`config.mk`:
```
export PLATFORM = sky130hd
export DESIGN_NAME = sha256_block_sequencer
export DESIGN_NICKNAME = d
export VERILOG_FILES = /design/src/rtl/sha256_block_sequencer.sv
export SDC_FILE = /design/constraint.sdc
export NUM_CORES = 1
export LEC_CHECK = 0
export ABC_AREA = 0
export CORE_MARGIN = 2
export CORE_UTILIZATION = 48
export CTS_CLUSTER_DIAMETER = 80
export DETAILED_ROUTE_END_ITERATION = 10
export PLACE_DENSITY = 0.81
export RECOVER_POWER = 25
export SKIP_LAST_GASP = 1
export SLEW_MARGIN = 20
export SYNTH_ARGS = -nofsm -noshare
export SYNTH_HDL_FRONTEND = slang
export SYNTH_SLANG_ARGS = --single-unit
```
`constraint.sdc`:
```
create_clock -name clk -period 2.28 [get_ports clk]
set_input_delay 0.342 -clock clk [delete_from_list [all_inputs] [get_ports clk]]
set_output_delay 0.342 -clock clk [all_outputs]
set_load 0.03 [all_outputs]
```
`src/rtl/sha256_block_sequencer.sv`:
```
// rtl/sha256_block_sequencer.sv - control sequencer for a SHA-256 nonce search
//
// Steps a SHA-256 datapath through the three compression blocks of a
// header-hash nonce search: header chunk 1, header chunk 2, then the second hash.
// After each nonce, the external hash_hit flag decides whether to stop or retry.
//
// Optional feature: define MIDSTATE_REUSE_EN so that a miss restarts at Block 2
// and reuses the Block-1 midstate. Without it, a miss spends one cycle with
// Block=0 (H reload) and restarts at Block 1.
//
// Parameters
//   ROUNDS      compression rounds per message block (1..64)
// Ports
//   clk         sole clock, rising edge
//   rst         asynchronous active-high reset
//   start       begin a nonce search (honoured only in IDLE)
//   abort       cancel the search from any state; wins over every transition
//   nonce_base  first nonce, captured when start is accepted
//   hash_hit    digest-meets-target flag, sampled in CHECK
//   Block       H0..H7 block select: 0 default, 1/2 header chunks, 3 second hash
//   round       current round index
//   load_w      one-cycle pulse that loads the message schedule
//   round_en    a compression round is active
//   h_update    one-cycle pulse that commits a+H for the current Block
//   nonce       nonce under test
//   busy        high whenever the sequencer is not idle
//   found       last search ended on a hit
//   exhausted   last search ran past 32'hFFFFFFFF without a hit
module sha256_block_sequencer #(
    parameter int ROUNDS = 64
) (
    input  logic        clk,
    input  logic        rst,
    input  logic        start,
    input  logic        abort,
    input  logic [31:0] nonce_base,
    input  logic        hash_hit,
    output logic [1:0]  Block,
    output logic [5:0]  round,
    output logic        load_w,
    output logic        round_en,
    output logic        h_update,
    output logic [31:0] nonce,
    output logic        busy,
    output logic        found,
    output logic        exhausted
);

    localparam logic [5:0] LAST_ROUND = 6'(ROUNDS - 1);

    // RELOAD is the single Block=0 cycle that restores the default H values
    // between nonces. It is reachable only when midstate reuse is disabled.
    typedef enum logic [2:0] {
        IDLE   = 3'd0,
        LOAD   = 3'd1,
        ROUND  = 3'd2,
        UPDATE = 3'd3,
        CHECK  = 3'd4,
        RELOAD = 3'd5
    } state_t;

    state_t      state;
    state_t      next_state;

    logic [1:0]  block_d;
    logic [5:0]  round_d;
    logic [31:0] nonce_d;
    logic        found_d;
    logic        exhausted_d;
    logic        load_w_d;
    logic        round_en_d;
    logic        h_update_d;

    // State register, with the outputs registered alongside so every strobe
    // leaves a flop.
    always_ff @(posedge clk or posedge rst) begin
        if (rst) begin
            state     <= IDLE;
            Block     <= 2'd0;
            round     <= 6'd0;
            nonce     <= 32'd0;
            found     <= 1'b0;
            exhausted <= 1'b0;
            load_w    <= 1'b0;
            round_en  <= 1'b0;
            h_update  <= 1'b0;
        end else begin
            state     <= next_state;
            Block     <= block_d;
            round     <= round_d;
            nonce     <= nonce_d;
            found     <= found_d;
            exhausted <= exhausted_d;
            load_w    <= load_w_d;
            round_en  <= round_en_d;
            h_update  <= h_update_d;
        end
    end

    // Next-state logic
    always_comb begin
        next_state = state;
        case (state)
            IDLE:   if (start) next_state = LOAD;
            LOAD:   next_state = ROUND;
            ROUND:  if (round == LAST_ROUND) next_state = UPDATE;
            UPDATE: next_state = (Block == 2'd3) ? CHECK : LOAD;
            CHECK: begin
                if (hash_hit || nonce == 32'hFFFF_FFFF) begin
                    next_state = IDLE;
                end else begin
`ifdef MIDSTATE_REUSE_EN
                    next_state = LOAD;
`else
                    next_state = RELOAD;
`endif
                end
            end
            RELOAD: next_state = LOAD;
            default: next_state = IDLE;
        endcase
        if (abort) next_state = IDLE;
    end

    // Output logic: produces the D-side of the registered outputs
    always_comb begin
        block_d     = Block;
        nonce_d     = nonce;
        found_d     = found;
        exhausted_d = exhausted;
        case (state)
            IDLE: begin
                if (start) begin
                    nonce_d     = nonce_base;
                    found_d     = 1'b0;
                    exhausted_d = 1'b0;
                    block_d     = 2'd1;
                end
            end
            UPDATE: begin
                if (Block != 2'd3) block_d = Block + 2'd1;
            end
            CHECK: begin
                if (hash_hit) begin
                    found_d = 1'b1;
                    block_d = 2'd0;
                end else if (nonce == 32'hFFFF_FFFF) begin
                    // Stop rather than wrap, so no nonce is ever tested twice.
                    exhausted_d = 1'b1;
                    block_d     = 2'd0;
                end else begin
                    nonce_d = nonce + 32'd1;
`ifdef MIDSTATE_REUSE_EN
                    block_d = 2'd2;
`else
                    block_d = 2'd0;
`endif
                end
            end
            RELOAD: block_d = 2'd1;
            default: ;
        endcase
        // An abort keeps nonce and the status flags exactly as they were.
        if (abort) begin
            block_d     = 2'd0;
            nonce_d     = nonce;
            found_d     = found;
            exhausted_d = exhausted;
        end

        // The round index holds at 0 through LOAD and UPDATE. It advances only
        // while ROUND continues, so it never wraps inside a block.
        round_d    = (state == ROUND && next_state == ROUND) ? round + 6'd1 : 6'd0;
        load_w_d   = (next_state == LOAD);
        round_en_d = (next_state == ROUND);
        h_update_d = (next_state == UPDATE);
    end

    assign busy = (state != IDLE);

endmodule

```
# Word level (Yosys, flattened, before mapping)
# Cells that the tools add are included.
classes:
  n_bitwise: 1
  shifts: 0
  n_lt_le_gt_ge: 0
  eq_ne: 19
  n_mux: 21
  reduce_logical: 10
  div_mod_pow: 0
  n_mul: 0
  addsub: 3
op_table:
  columns: ["cell", "count"]
  rows:
  - ["32-bit two-way mux", 3]
  - ["32-bit case mux with 2 select lines", 1]
  - ["32-bit by 1-bit adder with 32-bit output, second input constant", 1]
  - ["32-bit == test, second input constant", 1]
  - ["3-bit case mux with 6 select lines", 1]
  - ["3-bit two-way mux", 5]
  - ["3-bit by 2-bit == test with 1-bit output, second input constant", 4]
  - ["2-bit != test, second input constant", 6]
  - ["5-bit AND reduction", 2]
  - ["2-bit case mux with 4 select lines", 1]
  - ["6-bit by 1-bit adder with 6-bit output, second input constant", 1]
  - ["3-bit by 1-bit == test with 1-bit output, second input constant", 2]
  - ["3-bit == test, second input constant", 2]
  - ["6-bit == test, second input constant", 1]
  - ["2-bit two-way mux", 3]
  - ["6-bit two-way mux", 1]
  - ["3-bit != test, second input constant", 2]
  - ["5-bit nonzero test", 1]
  - ["1-bit two-way mux", 4]
  - ["1-bit case mux with 2 select lines", 2]
  - ["4-bit AND reduction", 1]
  - ["3-bit zero test", 1]
  - ["3-bit AND reduction", 1]
  - ["3-bit nonzero test", 1]
  - ["6 further kinds", 6]
totals:
  ram_bits: 0
  ff_bits: 48
  romBits: 0
  wordCells: 63
  latch_bits: 0
  output_inout_bits: 46
  memories: 0
  inputBits: 37

# Depth between registers and ports, before layout
# Gate-level depths: netlist (run 1).
logic_depth:
  depth_word: 8
  depth_mapped: 8
  mapped_depth_nobuf: 7

# Worst setup path after synthesis (run 1)
# OpenSTA, ideal clock, no wires.
synth_timing:
  kind: "register -> register"
  start: "reg nonce[16]"
  end: "reg nonce[19]"
  setup_ps: 121
  stages_incl_launch_ff: 8
  required_ps: 2159
  path_buffers: 1
  period_less_slack_ps: 2285
  t_arrival_ps: 2164
  setup_slack_ps: -5
  cell_sequence: "dfrtp_1 and4_4 nand4_4 or4b_4 a21oi_2 buf_6 a21oi_1 o22a_1"
synth_between:
  elab_chain_cells: 4
  elab_cells_between_ends: 7
  classes_between: "add/sub (1); eq/ne (2); mux (3); reduce/logical (1)"
synth_rtl:
  columns: ["item", "line", "text"]
  rows:
  - ["start: declaration", "43", "output logic [31:0] nonce,"]
  - ["start signal: assignment", "91", "nonce <= nonce_d;"]
  - ["32-bit by 1-bit adder with 32-bit output", "152", "nonce_d = nonce + 32'd1;"]
  - ["32-bit two-way mux", "147", "end else if (nonce == 32'hFFFF_FFFF) begin"]
  - ["32-bit two-way mux", "144", "if (hash_hit) begin"]
  - ["32-bit case mux with 2 select lines", "131", "case (state)"]
# Several ways; a longest one is shown, not always the timed one. The select of a mux whose other input is x is not followed.
# A chain may end at the register's enable or synchronous reset.

# Final worst setup path (run 1)
layout_timing:
  start: "reg state[2]"
  end: "out busy"
layout_between:
  elab_chain_cells: 1
layout_rtl:
  columns: ["item", "line", "text"]
  rows:
  - ["start: declaration", "62", "state_t state;"]
  - ["start signal: assignment", "88", "state <= next_state;"]
  - ["3-bit nonzero test", "179", "assign busy = (state != IDLE);"]
  - ["end: declaration", "44", "output logic busy,"]
# Every way passes these cells.

==> flow_summary_export.csv, run 1 <==
group,metric,value,unit
timing,worst_pin_slew,0.9036,ns
global_routing,track_usage,0.2599,
yosys,ys.flop_type,"dfrtp_1",
critical_path,r2r_end,"nonce[15]$_DFFE_PP0P_",
min_path,whs_endpoint,"round[0]$_DFF_PP0_",
timing,fin_ws,0.08755,ns
power,swShare,0.3873,
critical_path,reg2regPathDepth,7,
global_routing,grt.busiest_layer,"met2",
drt,dr_total_vias,2942,
drt,first_pass_iters,5,
place,hpwl,6.075,mm
global_routing,antenna_found_initial,0,
critical_path,max_stage_delay,0.60,ns
critical_path,required,1.94,ns
timing,setup_viol,0,
timing,finClkSkew,0.004461,ns
yosys,syn_nets,361,
power,p_int,1828,uW
timing,drv_slew,0,
cells_and_area,syn_to_final_growth,44.48,%
global_routing,use_met3,0.04607,
yosys,yosysSeqAreaShare,0.4288,
critical_path,r2r_slack,0.09,ns
power,p_leak,0.001635,uW
run,cap_violations,0,
cells_and_area,final_layout_size_suffix_gt1_frac,0.1594,
yosys,syn_inst,321,
global_routing,grtUsageMet2,0.4192,
clock_tree,tritoncts,"yes",
timing,post-route-period-util,0.9616,
drt,detail-route-antenna-nets,0,
power,seqPwrFrac,0.385,
floorplan,coreArea,5574,sq um
power,clkPwrFrac,0.157,
critical_path,path_class,"flip-flop to output pin",
global_routing,grt_pass1_wl,13.10,mm
min_path,hp-class,"flip-flop to flip-flop",
power,combinationalPowerShare,0.458,
yosys,syn_area_per_cell,8.727,sq um
place,port_buffers,82,
clock_tree,clk_latency,0.30,ns
cells_and_area,final_common_cell,"clkdlybuf4s50_1",
min_path,min_path_cells,1,
yosys,synth_warnings,0,
floorplan,io_pins,83,
clock_tree,cts.path.max_buffers,2,
floorplan,die_x,80.40,um
cells_and_area,mostFrequentLayoutCells,"clkdlybuf4s50_1, dfrtp_1, a21oi_1, buf_4, nor2_1",
global_routing,first_global_vias,2798,
clock_tree,cts-root-buf,"clkbuf_8",
power,ir_worst_vdd,478.4,uV
critical_path,crit_slowest_cell,"clkdlybuf4s50_1",
clock_tree,htree_num_levels,2,
drt,totalWireLength,8.071,mm
cells_and_area,n_antenna_cell,0,
floorplan,fp.dieH,80.40,um
global_routing,grt_remaining_overflow,0,
clock_tree,cts-hold-fix-buffers,0,
critical_path,cp.arrival,1.85,ns
yosys,ys_async_sr_fraction,1.000,
power,p_per_area,737.0,nW/um^2
yosys,synth_seq_cells,48,
clock_tree,cts_buffers,5,
drt,via_per_inst,5.826,
yosys,synth.distinct_cells,44,
critical_path,critPathBufInv,1,
critical_path,cp_top_family,"buffers and inverters",
place,place_congestion,0.9303,
power,switching_power,1155,uW
critical_path,reg2reg_from,"nonce[18]$_DFFE_PP0P_",
global_routing,met1_usage,0.3480,
clock_tree,clk_pin_slew,0.08,ns
global_routing,grt_start_max_net_pins,44,
drt,first_iter_violations,219,
min_path,min_from,"round[0]$_DFF_PP0_",
cells_and_area,final_net_count,474,
drt,wire_per_inst,15.98,um
power,power.total,2983,uW
clock_tree,clock_sinks,48,
yosys,synth_edf_count,0,
place,detailedPlace.worstSlack,-0.04040,ns
timing,period_needed,2.192,ns
yosys,synth_area,2801,sq um
critical_path,path_cells,"or3_1 -> clkdlybuf4s50_1",
timing,finalHoldViolations,0,
critical_path,end_kind,"output pin",
drt,drc,0,
status,status,"finished, final reports clean",
timing,fmax,456.1,MHz
critical_path,critPathMaxFanout,12,
timing,max_slew_margin,0.3969,
floorplan,start_util,0.5026,
floorplan,die_area,6463,sq um
floorplan,rows,27,
critical_path,start_kind,"flip-flop",
==> metal layers <==
metal  up-vias  wire length, um
li1       1414                -
met3        20              527
met1      1381             3453
met5         -                0
met4         0              196
met2       127             3893
==> stage by stage <==
step	cell area [sq um]	setup TNS, ns	cells	util	hold slack [ns]
floorplan	2803	0	321	-	0.4084
global placement	3948	0	496	0.7082	0.4926
detailed placement	3948	-0.1064	496	0.7082	0.5155
CTS	4020	0	502	0.7212	0.3984
global route	4048	-0.0002967	505	0.7262	0.5459
finish	4048	0	505	0.7262	0.5284
==> Yosys cell counts (3+ instances only) <==
library cell,n,area [sq um]
dfrtp_1,48,1201
a21oi_1,40,200.2
nor2_1,33,123.9
nand2_1,29,108.9
o21ai_0,29,145.1
nand3_1,17,85.08
o22ai_1,13,81.33
a21oi_2,11,96.34
clkbuf_1,10,37.54
and3_1,7,43.79
nor3_1,7,35.03
nand4_1,6,37.54
inv_1,5,18.77
o22a_1,5,43.79
xor2_1,5,43.79
a21o_1,3,22.52
a22o_1,3,26.28
a31oi_1,3,18.77
and2_1,3,18.77
and4_4,3,33.78
buf_2,3,15.01
buf_6,3,33.78
ha_1,3,37.54
nor4_1,3,18.77
or3_1,3,18.77
==> worst register-to-register path: cells and delay by family (launching register included) <==
| family | cells | cell delay (ns) |
|---|---|---|
| buf+inv | 1 | 0.20 |
| simple gates | 3 | 1.01 |
| flops | 1 | 0.40 |
| compound gates | 3 | 0.47 |
==> logic make-up after synthesis <==
kind of cell             after synthesis  synth area share
AO/OA/AOI/OAI                        119            0.2671
XOR/XNOR                               6           0.01876
adder cells (fa/ha/maj)                3           0.01340
buffers and inverters                 22           0.03886
flip-flops                            48            0.4288
multiplexers                           2          0.007146
AND/OR/NAND/NOR                      121            0.2260
==> sequential cells by signal (all words and copies together), names as in the netlist <==
signal	count
Block	2
exhausted	1
found	1
h_update	1
load_w	1
nonce	32
round	6
round_en	1
state	3
==> timing repair <==
action	in CTS	in global routing
setup buffers	0	3
gates resized for setup	0	5
setup endpoints to repair	0	27
==> cell type report <==
| class | count | area (sq um) |
|---|---|---|
| well taps | 72 | 90.09 |
| clock buffers | 6 | 72.57 |
| flip-flops and latches | 48 | 1202 |
| inverters | 5 | 18.77 |
| multi-input cells | 251 | 1509 |
| fillers | 443 | 1526 |
| repair buffers | 123 | 1155 |
==> worst max path at each step <==
stage                     depth (start not counted)             startpoint               endpoint  slack, ns
after floorplan                                   7   nonce[9]$_DFFE_PP0P_  nonce[19]$_DFFE_PP0P_      0.004
after global placement                            7                  abort   nonce[0]$_DFFE_PP0P_       0.05
after detailed placement                          7                  abort  nonce[12]$_DFFE_PP0P_      -0.04
after CTS                                         7  nonce[28]$_DFFE_PP0P_  nonce[15]$_DFFE_PP0P_      0.004
after global routing                              7  nonce[18]$_DFFE_PP0P_  nonce[12]$_DFFE_PP0P_    -0.0003
final                                             2     state[2]$_DFF_PP0_                   busy       0.09
==> power groups by stage <==
stage,Clock (uW),Sequential [uW],Combinational [uW]
floorplan,0,1480,376
finish,470,1150,1370
global route,519,1170,1460
detailed placement,0,1160,1340
CTS,485,1140,1340
global placement,0,1150,1310
No activity file was read; power rests on OpenSTA's default activity.
==> run 2: changes to the inputs <==
--- a/config.mk
+++ b/config.mk
@@ -7,13 +7,13 @@
 export LEC_CHECK = 0
 export ABC_AREA = 0
 export CORE_MARGIN = 2
-export CORE_UTILIZATION = 48
+export CORE_UTILIZATION = 43
 export CTS_CLUSTER_DIAMETER = 80
 export DETAILED_ROUTE_END_ITERATION = 10
-export PLACE_DENSITY = 0.81
+export PLACE_DENSITY = 0.74
 export RECOVER_POWER = 25
 export SKIP_LAST_GASP = 1
-export SLEW_MARGIN = 20
+export SLEW_MARGIN = 30
 export SYNTH_ARGS = -nofsm -noshare
 export SYNTH_HDL_FRONTEND = slang
 export SYNTH_SLANG_ARGS = --single-unit
==> run 2 against run 1 <==
Via count increased by 4.7%. Critical path depth up 6. Sequential cell count did not move. Highest routed layer unchanged. Fmax decreased by 1.6%. Non-clock buffer count rose by 27. Setup slack worse by 0.035 ns. Critical endpoint is now nonce[5]$_DFFE_PP0P_.
==> flow_summary_export.csv, run 2 (synthesis gave the netlist of run 1 again) <==
group,metric,value,unit
status,status,"finished, final reports clean",
timing,rsz0062_at_grt,"yes",
floorplan,die_x,84.72,um
run,cap_violations,0,
clock_tree,clk_latency,0.31,ns
cells_and_area,final_net_count,502,
drt,totalWireLength,8.444,mm
critical_path,end_kind,"flip-flop",
power,switching_power,1231,uW
min_path,hp-class,"flip-flop to flip-flop",
place,hpwl,6.114,mm
power,p_per_area,734.1,nW/um^2
cells_and_area,mostFrequentLayoutCells,"clkdlybuf4s50_1, buf_4, dfrtp_1, a21oi_1, nor2_1",
power,p_int,1935,uW
power,p_leak,0.001789,uW
timing,post-route-period-util,0.9771,
global_routing,met1_usage,0.3137,
min_path,min_from,"round[0]$_DFF_PP0_",
clock_tree,cts_buffers,5,
critical_path,reg2reg_from,"nonce[28]$_DFFE_PP0P_",
global_routing,grt_pass1_wl,13.61,mm
critical_path,r2r_slack,0.05,ns
place,place_congestion,0.8491,
drt,via_per_inst,5.704,
power,seqPwrFrac,0.347,
clock_tree,cts-hold-fix-buffers,0,
critical_path,required,2.48,ns
drt,detail-route-antenna-nets,0,
critical_path,start_kind,"flip-flop",
cells_and_area,largest_reg_flops,32,
timing,fmax,448.9,MHz
cells_and_area,final_core_util,0.6831,
clock_tree,tritoncts,"yes",
clock_tree,clk_pin_slew,0.10,ns
global_routing,grt_remaining_overflow,0,
critical_path,path_class,"flip-flop to flip-flop",
power,swShare,0.3888,
global_routing,track_usage,0.2304,
global_routing,first_global_vias,2957,
floorplan,die_area,7177,sq um
cells_and_area,top_regs,"nonce (32), round (6), state (3)",
timing,drv_slew,0,
timing,setup_viol,0,
clock_tree,cts-root-buf,"clkbuf_8",
power,combinationalPowerShare,0.483,
global_routing,grt.busiest_layer,"met2",
timing,worst_pin_slew,1.075,ns
timing,max_slew_margin,0.2826,
timing,tns,0,ns
min_path,whs_endpoint,"round[0]$_DFF_PP0_",
critical_path,reg2regPathDepth,8,
floorplan,start_util,0.4437,
power,clkPwrFrac,0.170,
cells_and_area,n_antenna_cell,0,
place,port_buffers,82,
clock_tree,cts.path.max_buffers,2,
cells_and_area,final_common_cell,"clkdlybuf4s50_1",
clock_tree,clock_sinks,48,
drt,wire_per_inst,15.64,um
power,ir_worst_vdd,482.9,uV
global_routing,grtUsageMet2,0.3851,
floorplan,fp.dieH,84.72,um
drt,dr_total_vias,3080,
floorplan,io_pins,83,
floorplan,rows,29,
critical_path,cp.arrival,2.43,ns
critical_path,critPathMaxFanout,19,
cells_and_area,final_layout_size_suffix_gt1_frac,0.2246,
timing,period_needed,2.228,ns
critical_path,r2r_end,"nonce[5]$_DFFE_PP0P_",
cells_and_area,regMostFlops,"nonce",
global_routing,antenna_found_initial,0,
drt,first_pass_iters,4,
cells_and_area,syn_to_final_growth,53.95,%
drt,drc,0,
timing,holdWs,0.5179,ns
drt,first_iter_violations,136,
min_path,min_path_cells,1,
floorplan,coreArea,6314,sq um
global_routing,use_met3,0.03736,
timing,finClkSkew,0.008882,ns
global_routing,grt_start_max_net_pins,32,
clock_tree,htree_num_levels,2,
timing,finalHoldViolations,0,
run 2: cell count changes in the layout (fill, tap and decap cells not counted), sizes merged:
cell           before  now
buf                40   66
clkinvlp            0    2
a21oi              51   52
clkdlybuf4s50      81   80
clkinv              0    1
dlymetal6s2s        0    1
run 2: area by class of cell:
class                           instances  area [sq um]
Multi-Input combinational cell        252          1539
Timing Repair Buffer                  150          1364
Clock inverter                          3         23.77
Clock buffer                            5         68.82
Sequential cell                        48          1202
Tap cell                               77         96.34
Fill cell                             551          2001
Inverter                                5         18.77
run 2: critical path, stage by stage, from the launching register on:
cell	delay, ns
dfrtp_1	0.36
and4_4	0.24
nand4_1	0.17
or4b_4	0.60
a21o_1	0.21
buf_12	0.16
buf_4	0.18
a21oi_2	0.14
a21oi_2	0.05
run 2: worst max-delay path by stage:
stage	start	end
after global placement	nonce[28]$_DFFE_PP0P_	nonce[26]$_DFFE_PP0P_
after global routing	nonce[27]$_DFFE_PP0P_	nonce[18]$_DFFE_PP0P_
after CTS	nonce[27]$_DFFE_PP0P_	nonce[28]$_DFFE_PP0P_
final	nonce[28]$_DFFE_PP0P_	nonce[5]$_DFFE_PP0P_
after detailed placement	nonce[27]$_DFFE_PP0P_	nonce[26]$_DFFE_PP0P_
after floorplan	nonce[9]$_DFFE_PP0P_	nonce[19]$_DFFE_PP0P_
run 2: layer usage:
metal,part of all wire,vias to the layer above
met4,0.017,0
li1,-,1478
met1,0.45,1472
met2,0.47,113
met3,0.061,17
met5,0,-
run 2: repair_timing:
action / CTS / global route
endpoints found under the setup margin: 13 / 26
pin swaps: 1 / 4
cloned: 0 / 1
resized for setup: 1 / 9
setup buffers: 0 / 3
run 2: through the flow:
| stage | setup slack, ns | instance area, sq um | cells | power, uW |
|---|---|---|---|---|
| 2_1_floorplan | 0.003758 | 2803 | 321 | 1853 |
| 3_3_place_gp | -0.2517 | 4144 | 528 | 2579 |
| 3_5_place_dp | -0.3180 | 4144 | 528 | 2600 |
| 4_1_cts | -0.09693 | 4244 | 536 | 3140 |
| 5_1_grt | -0.05755 | 4313 | 540 | 3328 |
| 6_report | 0.05228 | 4313 | 540 | 3166 |
run 2: power groups by stage:
stage,Clock (uW),Sequential [uW],Combinational [uW]
final,537,1100,1530
after CTS,547,1090,1500
after global routing,577,1120,1630
after floorplan,0,1480,376
after global placement,0,1100,1470
after detailed placement,0,1110,1490
==> run 3: changes to the inputs <==
--- a/config.mk
+++ b/config.mk
@@ -10,10 +10,11 @@
 export CORE_UTILIZATION = 43
 export CTS_CLUSTER_DIAMETER = 80
 export DETAILED_ROUTE_END_ITERATION = 10
-export PLACE_DENSITY = 0.74
+export PLACE_DENSITY = 0.77
 export RECOVER_POWER = 25
 export SKIP_LAST_GASP = 1
 export SLEW_MARGIN = 30
 export SYNTH_ARGS = -nofsm -noshare
 export SYNTH_HDL_FRONTEND = slang
 export SYNTH_SLANG_ARGS = --single-unit
+export TNS_END_PERCENT = 5
==> constraint.sdc (replaced) <==
create_clock -name clk -period 1.8 [get_ports clk]
set_input_delay 0.27 -clock clk [delete_from_list [all_inputs] [get_ports clk]]
set_output_delay 0.27 -clock clk [all_outputs]
set_load 0.03 [all_outputs]
==> run 3 against run 2 <==
The run now ends with setup timing left. Cell count rose by 2.4%. Clock-buffer cell count rose by 3. Die area did not move. Utilization rose by 2.8 points. Total power rose by 32%. Sequential power rose by 29%. Fmax rose by 2.7%. Clock power rose by 32%. Setup slack got worse by 0.42 ns. Largest cell class unchanged.
==> flow_summary_export.csv, run 3 (synthesis gave the netlist of run 1 again) <==
group,metric,value,unit
min_path,whs_endpoint,"round[0]$_DFF_PP0_",
timing,setup_viol,41,
timing,post-route-period-util,1.205,
cells_and_area,largest_reg_flops,32,
floorplan,io_pins,83,
critical_path,max_stage_delay,0.56,ns
cells_and_area,final_layout_size_suffix_gt1_frac,0.2899,
critical_path,reg2reg_from,"nonce[11]$_DFFE_PP0P_",
drt,via_per_inst,5.803,
critical_path,end_kind,"flip-flop",
status,status,"finished with violations",
cells_and_area,syn_to_final_growth,60.21,%
min_path,min_from,"round[0]$_DFF_PP0_",
timing,max_slew_margin,0.1937,
cells_and_area,final_core_util,0.7109,
timing,period_needed,2.169,ns
drt,totalWireLength,9.021,mm
timing,rsz0062_at_grt,"yes",
critical_path,crit_start,"nonce[11]$_DFFE_PP0P_",
place,dpl_cell_area,4308,sq um
cells_and_area,final_net_count,515,
clock_tree,cts.path.max_buffers,2,
critical_path,path_class,"flip-flop to flip-flop",
timing,worst_pin_slew,1.209,ns
critical_path,reg2regPathDepth,8,
critical_path,start_kind,"flip-flop",
global_routing,grt_pass1_wl,14.84,mm
critical_path,critPathMaxFanout,6,
critical_path,required,2.00,ns
place,port_buffers,82,
timing,finalHoldViolations,0,
cells_and_area,final_common_cell,"clkdlybuf4s50_1",
global_routing,track_usage,0.2551,
status,violations,"setup timing",
critical_path,path_cells,"and4_4 -> nand4_4 -> or4b_4 -> buf_6 -> a21oi_4 -> buf_12 -> a21oi_1 -> o22a_1",
floorplan,fp.dieH,84.72,um
drt,detail-route-antenna-nets,0,
place,place_congestion,0.8893,
power,ir_worst_vdd,632.2,uV
power,p_leak,0.001846,uW
cells_and_area,regMostFlops,"nonce",
place,detailedPlace.worstSlack,-0.3540,ns
global_routing,first_global_vias,3128,
place,hpwl,6.390,mm
min_path,hp-class,"flip-flop to flip-flop",
drt,wire_per_inst,16.31,um
floorplan,rows,29,
place,dp_cells,541,
cells_and_area,n_antenna_cell,0,
timing,fmax,461.1,MHz
timing,finClkSkew,0.009158,ns
drt,first_iter_violations,268,
critical_path,r2r_slack,-0.37,ns
cells_and_area,top_regs,"nonce (32), round (6), state (3)",
global_routing,grt_start_max_net_pins,49,
drt,first_pass_iters,5,
clock_tree,clk_latency,0.31,ns
drt,dr_total_vias,3209,
critical_path,cp.arrival,2.36,ns
floorplan,die_area,7177,sq um
floorplan,start_util,0.4437,
clock_tree,clock_sinks,48,
power,p_per_area,932.4,nW/um^2
cells_and_area,mostFrequentLayoutCells,"clkdlybuf4s50_1, buf_4, a21oi_1, nor2_1, dfrtp_1",
clock_tree,htree_num_levels,2,
clock_tree,clk_pin_slew,0.09,ns
timing,drv_slew,0,
critical_path,r2r_end,"nonce[19]$_DFFE_PP0P_",
clock_tree,tritoncts,"yes",
run,cap_violations,0,
global_routing,antenna_found_initial,0,
critical_path,crit_slowest_cell,"or4b_4",
clock_tree,cts-hold-fix-buffers,0,
cells_and_area,stdcell_count,553,
floorplan,coreArea,6314,sq um
min_path,min_path_cells,1,
clock_tree,cts_buffers,5,
floorplan,die_x,84.72,um
timing,fin_ws,-0.3685,ns
clock_tree,cts-root-buf,"clkbuf_8",
cells_and_area,postLayoutCellArea,4488,sq um
global_routing,grt_remaining_overflow,0,
drt,drc,0,
-- run 3: cell count changes in the layout (fill, tap and decap cells not counted), moves of 2 or more --
cell and change:
a21oi_2 -2, buf_4 +11, buf_6 +3, clkbuf_8 +2
clkinvlp_4 -2, dfrtp_1 -17, dfrtp_2 +17, o21ai_0 -9
o21ai_1 +8
-- run 3: worst max-delay path, delay by kind of cell, from the launching register on --
family          cells  cell delay (ns)
buf+inv             2             0.30
compound gates      3             0.47
simple gates        3             0.89
flops               1             0.37
-- run 3: final cells by class --
type | count | area (sq um)
Fill cell | 480 | 1826
Tap cell | 77 | 96.34
Timing Repair Buffer | 164 | 1495
Multi-Input combinational cell | 251 | 1554
Clock buffer | 8 | 100.1
Sequential cell | 48 | 1224
Inverter | 5 | 18.77
-- run 3: worst max path at each step --
stage / endpoint / slack (ns) / depth (start not counted)
after floorplan: nonce[8]$_DFFE_PP0P_ / -0.36 / 7
after global placement: nonce[19]$_DFFE_PP0P_ / -0.29 / 9
after detailed placement: nonce[8]$_DFFE_PP0P_ / -0.35 / 8
after global routing: nonce[0]$_DFFE_PP0P_ / -0.40 / 8
final: nonce[19]$_DFFE_PP0P_ / -0.37 / 8
after CTS: nonce[19]$_DFFE_PP0P_ / -0.34 / 8
-- run 3: per-layer routing --
metal	part of all wire	track usage	vias to the layer above
met2	0.49	0.4188	143
li1	-	-	1512
met5	0	0	-
met4	0.027	0.09524	0
met1	0.41	0.3427	1527
met3	0.075	0.03736	27
-- run 3: stage by stage --
step           total power (uW)  TNS, ns  hold WS (ns)
2_1_floorplan              2371   -10.18        0.3364
3_3_place_gp               3335   -7.431        0.4933
3_5_place_dp               3380   -9.897        0.5021
4_1_cts                    4177   -9.944        0.3308
5_1_grt                    4385   -13.86        0.5376
6_report                   4185   -9.989        0.5174
-- run 3: power by group --
group	switching (uW)	internal [uW]	total, uW
Sequential	138	1280	1420
Combinational	1080	977	2050
Clock	358	351	709
Total	1570	2610	4180
-- run 3: what timing repair did --
action                     4_1_cts  5_1_grt
pin swaps                        7        8
setup endpoints to repair       37       47
resized for setup               13       14
cloned                           2        0
buffers inserted                 4        0
